`src/rtl/IO_UnitTypes.sv`:
```
// Shared types for the IO unit serial transmit path.
// SERIAL_TX_PARITY_EN adds the PARITY state to the transmit FSM encoding.
package IO_UnitTypes;

  typedef logic [7:0] SerialDataPath;

  localparam int SERIAL_TX_DEFAULT_CLKS_PER_BIT = 868;

`ifdef SERIAL_TX_PARITY_EN
  typedef enum logic [2:0] {
    TX_IDLE, TX_START, TX_DATA, TX_PARITY, TX_STOP
  } SerialTxState;
`else
  typedef enum logic [1:0] {
    TX_IDLE, TX_START, TX_DATA, TX_STOP
  } SerialTxState;
`endif

endpackage

```
`src/rtl/serial_tx_fifo.sv`:
```
// Circular byte FIFO with head/tail pointers and a separate occupancy count.
// A push while full is accepted only if a pop frees a slot in the same cycle.
module serial_tx_fifo #(
  parameter int DEPTH = 16,
  parameter int WIDTH = 8,
  localparam int AW = $clog2(DEPTH)
) (
  input  logic             clk,
  input  logic             rst,
  input  logic             push,
  input  logic [WIDTH-1:0] wdata,
  input  logic             pop,
  output logic [WIDTH-1:0] rdata,
  output logic             full,
  output logic             empty,
  output logic             drop,
  output logic [AW:0]      count
);

  logic [WIDTH-1:0] mem_q [DEPTH];
  logic [AW-1:0]    head_q, head_d, tail_q, tail_d;
  logic [AW:0]      count_q, count_d;
  logic             push_ok, pop_ok;

  assign full    = (count_q == (AW+1)'(DEPTH));
  assign empty   = (count_q == '0);
  assign pop_ok  = pop && !empty;
  assign push_ok = push && (!full || pop_ok);
  assign drop    = push && !push_ok;
  assign rdata   = mem_q[head_q];
  assign count   = count_q;

  always_comb begin
    head_d  = head_q;
    tail_d  = tail_q;
    count_d = count_q;
    if (pop_ok)  head_d = head_q + AW'(1);
    if (push_ok) tail_d = tail_q + AW'(1);
    if (push_ok && !pop_ok)      count_d = count_q + (AW+1)'(1);
    else if (pop_ok && !push_ok) count_d = count_q - (AW+1)'(1);
  end

  always_ff @(posedge clk) begin
    if (rst) begin
      head_q  <= '0;
      tail_q  <= '0;
      count_q <= '0;
    end else begin
      head_q  <= head_d;
      tail_q  <= tail_d;
      count_q <= count_d;
    end
  end

  // Storage needs no reset; at full, the slot being written is the one read out this cycle.
  always_ff @(posedge clk) begin
    if (!rst && push_ok) mem_q[tail_q] <= wdata;
  end

endmodule

```
`src/rtl/io_serial_tx_controller.sv`:
```
// Buffers IO-unit serial byte writes and sends them as UART frames on txOut.
// SERIAL_TX_PARITY_EN: append an even-parity bit (8E1) instead of plain 8N1.
module io_serial_tx_controller
  import IO_UnitTypes::*;
#(
  parameter int FIFO_DEPTH   = 16,
  parameter int CLKS_PER_BIT = SERIAL_TX_DEFAULT_CLKS_PER_BIT
) (
  input  logic                        clk,
  input  logic                        rst,
  input  logic                        serialWE,
  input  logic [7:0]                  serialWriteDataIn,
  output logic                        txOut,
  output logic                        busyOut,
  output logic [$clog2(FIFO_DEPTH):0] fifoCountOut,
  output logic                        overflowOut
);

  localparam int TW = $clog2(CLKS_PER_BIT);

  SerialTxState  state_q, state_d;
  logic [TW-1:0] timer_q, timer_d;
  SerialDataPath shift_q, shift_d;
  logic [2:0]    bit_idx_q, bit_idx_d;
  logic          tx_q, tx_d;
  logic          overflow_q, overflow_d;
`ifdef SERIAL_TX_PARITY_EN
  logic          par_q, par_d;
`endif

  logic          fifo_pop, fifo_full, fifo_empty, fifo_drop;
  SerialDataPath fifo_rdata;
  logic          bit_done;

  serial_tx_fifo #(.DEPTH(FIFO_DEPTH), .WIDTH(8)) u_fifo (
    .clk   (clk),
    .rst   (rst),
    .push  (serialWE),
    .wdata (serialWriteDataIn),
    .pop   (fifo_pop),
    .rdata (fifo_rdata),
    .full  (fifo_full),
    .empty (fifo_empty),
    .drop  (fifo_drop),
    .count (fifoCountOut)
  );

  assign bit_done = (timer_q == TW'(CLKS_PER_BIT - 1));

  always_comb begin
    state_d    = state_q;
    timer_d    = timer_q + TW'(1);
    shift_d    = shift_q;
    bit_idx_d  = bit_idx_q;
    tx_d       = 1'b1;
    fifo_pop   = 1'b0;
    overflow_d = overflow_q | fifo_drop;
`ifdef SERIAL_TX_PARITY_EN
    par_d      = par_q;
`endif
    case (state_q)
      TX_IDLE: begin
        timer_d = '0;
        if (!fifo_empty) begin
          fifo_pop = 1'b1;
          shift_d  = fifo_rdata;
`ifdef SERIAL_TX_PARITY_EN
          par_d    = ^fifo_rdata;
`endif
          state_d  = TX_START;
        end
      end
      TX_START: begin
        tx_d = 1'b0;
        if (bit_done) begin
          timer_d   = '0;
          bit_idx_d = '0;
          state_d   = TX_DATA;
        end
      end
      TX_DATA: begin
        tx_d = shift_q[0];
        if (bit_done) begin
          timer_d   = '0;
          shift_d   = {1'b0, shift_q[7:1]};
          bit_idx_d = bit_idx_q + 3'd1;
`ifdef SERIAL_TX_PARITY_EN
          if (bit_idx_q == 3'd7) state_d = TX_PARITY;
`else
          if (bit_idx_q == 3'd7) state_d = TX_STOP;
`endif
        end
      end
`ifdef SERIAL_TX_PARITY_EN
      TX_PARITY: begin
        tx_d = par_q;
        if (bit_done) begin
          timer_d = '0;
          state_d = TX_STOP;
        end
      end
`endif
      TX_STOP: begin
        if (bit_done) begin
          timer_d = '0;
          state_d = TX_IDLE;
        end
      end
      default: state_d = TX_IDLE;
    endcase
  end

  // txOut is registered from the current state, so the line lags the FSM by one cycle.
  always_ff @(posedge clk) begin
    if (rst) begin
      state_q    <= TX_IDLE;
      timer_q    <= '0;
      shift_q    <= '0;
      bit_idx_q  <= '0;
      tx_q       <= 1'b1;
      overflow_q <= 1'b0;
`ifdef SERIAL_TX_PARITY_EN
      par_q      <= 1'b0;
`endif
    end else begin
      state_q    <= state_d;
      timer_q    <= timer_d;
      shift_q    <= shift_d;
      bit_idx_q  <= bit_idx_d;
      tx_q       <= tx_d;
      overflow_q <= overflow_d;
`ifdef SERIAL_TX_PARITY_EN
      par_q      <= par_d;
`endif
    end
  end

  assign txOut       = tx_q;
  assign overflowOut = overflow_q;
  assign busyOut     = (state_q != TX_IDLE) || (fifoCountOut != '0);

endmodule
```
`config.mk`:
```
export PLATFORM = sky130hd
export DESIGN_NAME = io_serial_tx_controller
export DESIGN_NICKNAME = d
export VERILOG_FILES = /design/src/rtl/IO_UnitTypes.sv /design/src/rtl/serial_tx_fifo.sv /design/src/rtl/io_serial_tx_controller.sv
export SDC_FILE = /design/constraint.sdc
export NUM_CORES = 1
export LEC_CHECK = 0
export CELL_PAD_IN_SITES_DETAIL_PLACEMENT = 0
export CELL_PAD_IN_SITES_GLOBAL_PLACEMENT = 1
export CORE_UTILIZATION = 34
export CTS_CLUSTER_DIAMETER = 120
export CTS_CLUSTER_SIZE = 16
export DETAILED_ROUTE_END_ITERATION = 8
export MAX_ROUTING_LAYER = met4
export PLACE_DENSITY_LB_ADDON = 0.1
export SLEW_MARGIN = 20
export SYNTH_ARGS = -nofsm -noshare
export SYNTH_HDL_FRONTEND = slang
export SYNTH_SLANG_ARGS = --single-unit
```
`constraint.sdc`:
```
create_clock -name clk -period 4.4 [get_ports clk]
set_input_delay 0.44 -clock clk [delete_from_list [all_inputs] [get_ports clk]]
set_output_delay 0.44 -clock clk [all_outputs]
set_load 0.01 [all_outputs]
```
==> results by group <==
Outcome
  – Outcome: finished clean

Setup path
  – CP Class: reg -> reg
  – Critical Path End Type: flop
  – Crit Path Max Fanout: 9
  – CP required: 4.71 ns
  – Critical path startpoint category: flop
  – CP Data Arrival Time: 3.59 ns

Clock network
  – Root buf cell: clkbuf_16
  – CTS clk-pin slew, worst paths: 0.07 ns
  – Hold_buf cts: 0
  – Max H-tree Level: 4
  – Latest clock arrival within the worst-skew pair: 0.42 ns
  – CTS Buffer Depth: 2
  – TritonCTS clock tree: done
  – CTS resizes: 0
  – Post-CTS setup buffers: 0
  – CTS buffer count: 17
  – CTS Sinks: 170

STA
  – Worst-margin pin slew: 0.935 ns
  – Fin Hold WS: 0.451 ns
  – Slew Limit Fails: 0
  – Setup Skew: 0.0124 ns
  – Hold Fails Final Rpt: 0
  – Tmin final: 3.28 ns
  – Setup tns final: 0 ns
  – Max Freq: 305 MHz
  – RSZ-0062 raised after global routing: no
  – Final setup viols: 0
  – Slew headroom: 37.4%
  – Final period util: 74.5%

Detailed routing
  – Drt first pass iters: 4
  – DRC: 0
  – Total Wirelength: 15100 um
  – Final ANT Viol Nets: 0
  – Iter 0 DRT Violations: 189
  – Vias: 3757
  – DR WL/cell: 19.8 um
  – Vias/cell: 4.93

Placed design
  – Final HPWL DP: 9600 um
  – Routability cong.: 0.731
  – Port buffer count: 18

Synthesis
  – Synth cell types: 51
  – Synth Cell Area: 7040 um^2
  – Synthesized net count: 487
  – Mapped Avg Cell Area: 15.4 um^2
  – Asr flop ratio synth: 0%
  – Number of synthesized flops with an enable pin: 128
  – Seq/Total Area, Yosys: 66.5%
  – Synth warnings: 0
  – Top_reg_cell synth: edfxtp_1
  – Yosys reg bits: 170
  – Cells after synthesis: 458

GRT
  – Global-route wire length before repair: 23300 um
  – Overflow after GRT: 0
  – GR Layer Usage met3: 3.29%
  – Vias in the first global route: 3796
  – M1 GR Usage: 20.5%
  – Initial antenna violation count: 0
  – GRT busiest layer: met2
  – GR Util met2: 23.7%
  – Largest net degree at the start of global routing: 36
  – Global-route usage over all layers: 15.5%

Die
  – Core area: 20300 um^2
  – Io pins: 19
  – DIE AREA: 21300 um^2
  – Starting density of the core: 34.7%
  – Die Y: 146 um
  – Num rows: 52
  – Die W: 146 um

Layout
  – Number of diodes: 0
  – Core Util, Final: 39.3%
  – Fin nets: 509
  – Area growth, synth to finish: 13.3%
  – Share of layout cells above drive strength 1: 10.8%

Power
  – Power density cells: 560 nW/um^2
  – Static Leak: 0.00259 uW
  – Peak supply drop: 0.267 mV

Worst hold path
  – Hold Crit Class: reg -> reg

Flow run
  – Max Cap Violations: 0
[synth_stat cells (all sizes together) (3+ instances only)]
cell     count  area, um^2
edfxtp     128        3840
nor2        63         236
dfxtp       42         841
nand2       27         104
mux4        26         638
ha          17         213
mux2i       16         160
a21oi       14        70.1
inv         13        48.8
buf         11         106
xor2         9        78.8
clkbuf       7        26.3
or4          7        52.6
xnor2        7        61.3
a221o        6        60.1
a2bb2oi      6        52.6
a31oi        6        37.5
and3         4        25.0
nand3        4        20.0
nor2b        4        25.0
or3          4        25.0
a32oi        3        26.3
nand2b       3        18.8
nor3         3        26.3
o21ai        3        15.0
[per-layer routing]
metal	part of all wire (%)	wire, um	up-vias
li1	-	-	1797
met1	48	7230	1894
met2	47	7140	54
met3	3.1	472	12
met4	1.6	244	0
met5	0	0	-
[power by group]
group,switching [uW],internal [uW]
Sequential,135,1820
Clock,634,726
Combinational,617,536
Total,1390,3080
[cell usage in the layout, fill, tap and decap left out, types with 7 or more instances in the layout]
cell type / synthesis / routed
edfxtp_1: 128 / 128
clkdlybuf4s50_1: 0 / 18
nand2_1: 26 / 26
mux2i_1: 16 / 16
mux4_1: 14 / 14
dfxtp_1: 42 / 40
xor2_1: 9 / 9
inv_1: 13 / 13
xnor2_1: 7 / 7
or4_1: 7 / 7
a21oi_1: 14 / 14
clkbuf_16: 0 / 17
ha_1: 17 / 17
mux4_2: 12 / 12
nor2_1: 63 / 63
[critical path, cell delays in order (launching register included)]
cell and delay [ns]:
dfxtp_1 0.36, or4_1 0.61, o31a_1 0.41, ha_1 0.29, inv_1 0.11, ha_1 0.26
nor2b_1 0.16, o21a_1 0.17, or3_1 0.30, a21oi_1 0.16, mux2_2 0.34
[sequential cells by signal (all words and copies together) (netlist names), named ones only]
name and flops:
bit_idx_q 3, overflowOut 1, shift_q 8, state_q 2, timer_q 10, txOut 1, u_fifo.count 5, u_fifo.head_q 4
u_fifo.mem_q 128, u_fifo.tail_q 4
[worst paths after layout]
kind,start,to,slack (ns),cells past startpoint
max,u_fifo.count[0],u_fifo.count[4],1.12,10
min,shift_q[2],shift_q[2],0.45,2
max reg2reg,u_fifo.count[0],u_fifo.count[4],1.12,10
min reg2reg,shift_q[2],shift_q[2],0.45,2
[through the flow]
stage / cells / cell area [um^2] / worst slack [ns] / power [uW]
after global routing: 762 / 7980 / 0.965 / 4700
after detailed placement: 731 / 7450 / 1.11 / 3170
after floorplan: 458 / 7040 / 1.28 / 2850
final: 762 / 7980 / 1.12 / 4470
after global placement: 731 / 7450 / 1.16 / 3160
after CTS: 762 / 7980 / 1.11 / 4530
[cell families (layout without fill, tap and decap cells)]
family	Yosys count	after routing	share of synthesized area, %
XOR/XNOR	16	16	1.99
AO/OA/AOI/OAI	50	50	5.30
adder cells (fa/ha/maj)	18	18	3.30
AND/OR/NAND/NOR	129	129	8.76
flip-flops	170	170	66.5
multiplexers	43	43	11.5
buffers and inverters	32	66	2.63
[area by class of cell]
type,count,area (um^2)
fillers,1922,12300
well taps,270,338
inverters,14,52.6
clock inverters,12,93.8
flip-flops and latches,170,4690
repair buffers,21,203
multi-input cells,256,2170
clock buffers,19,433
No activity file was read; power rests on OpenSTA's default activity.
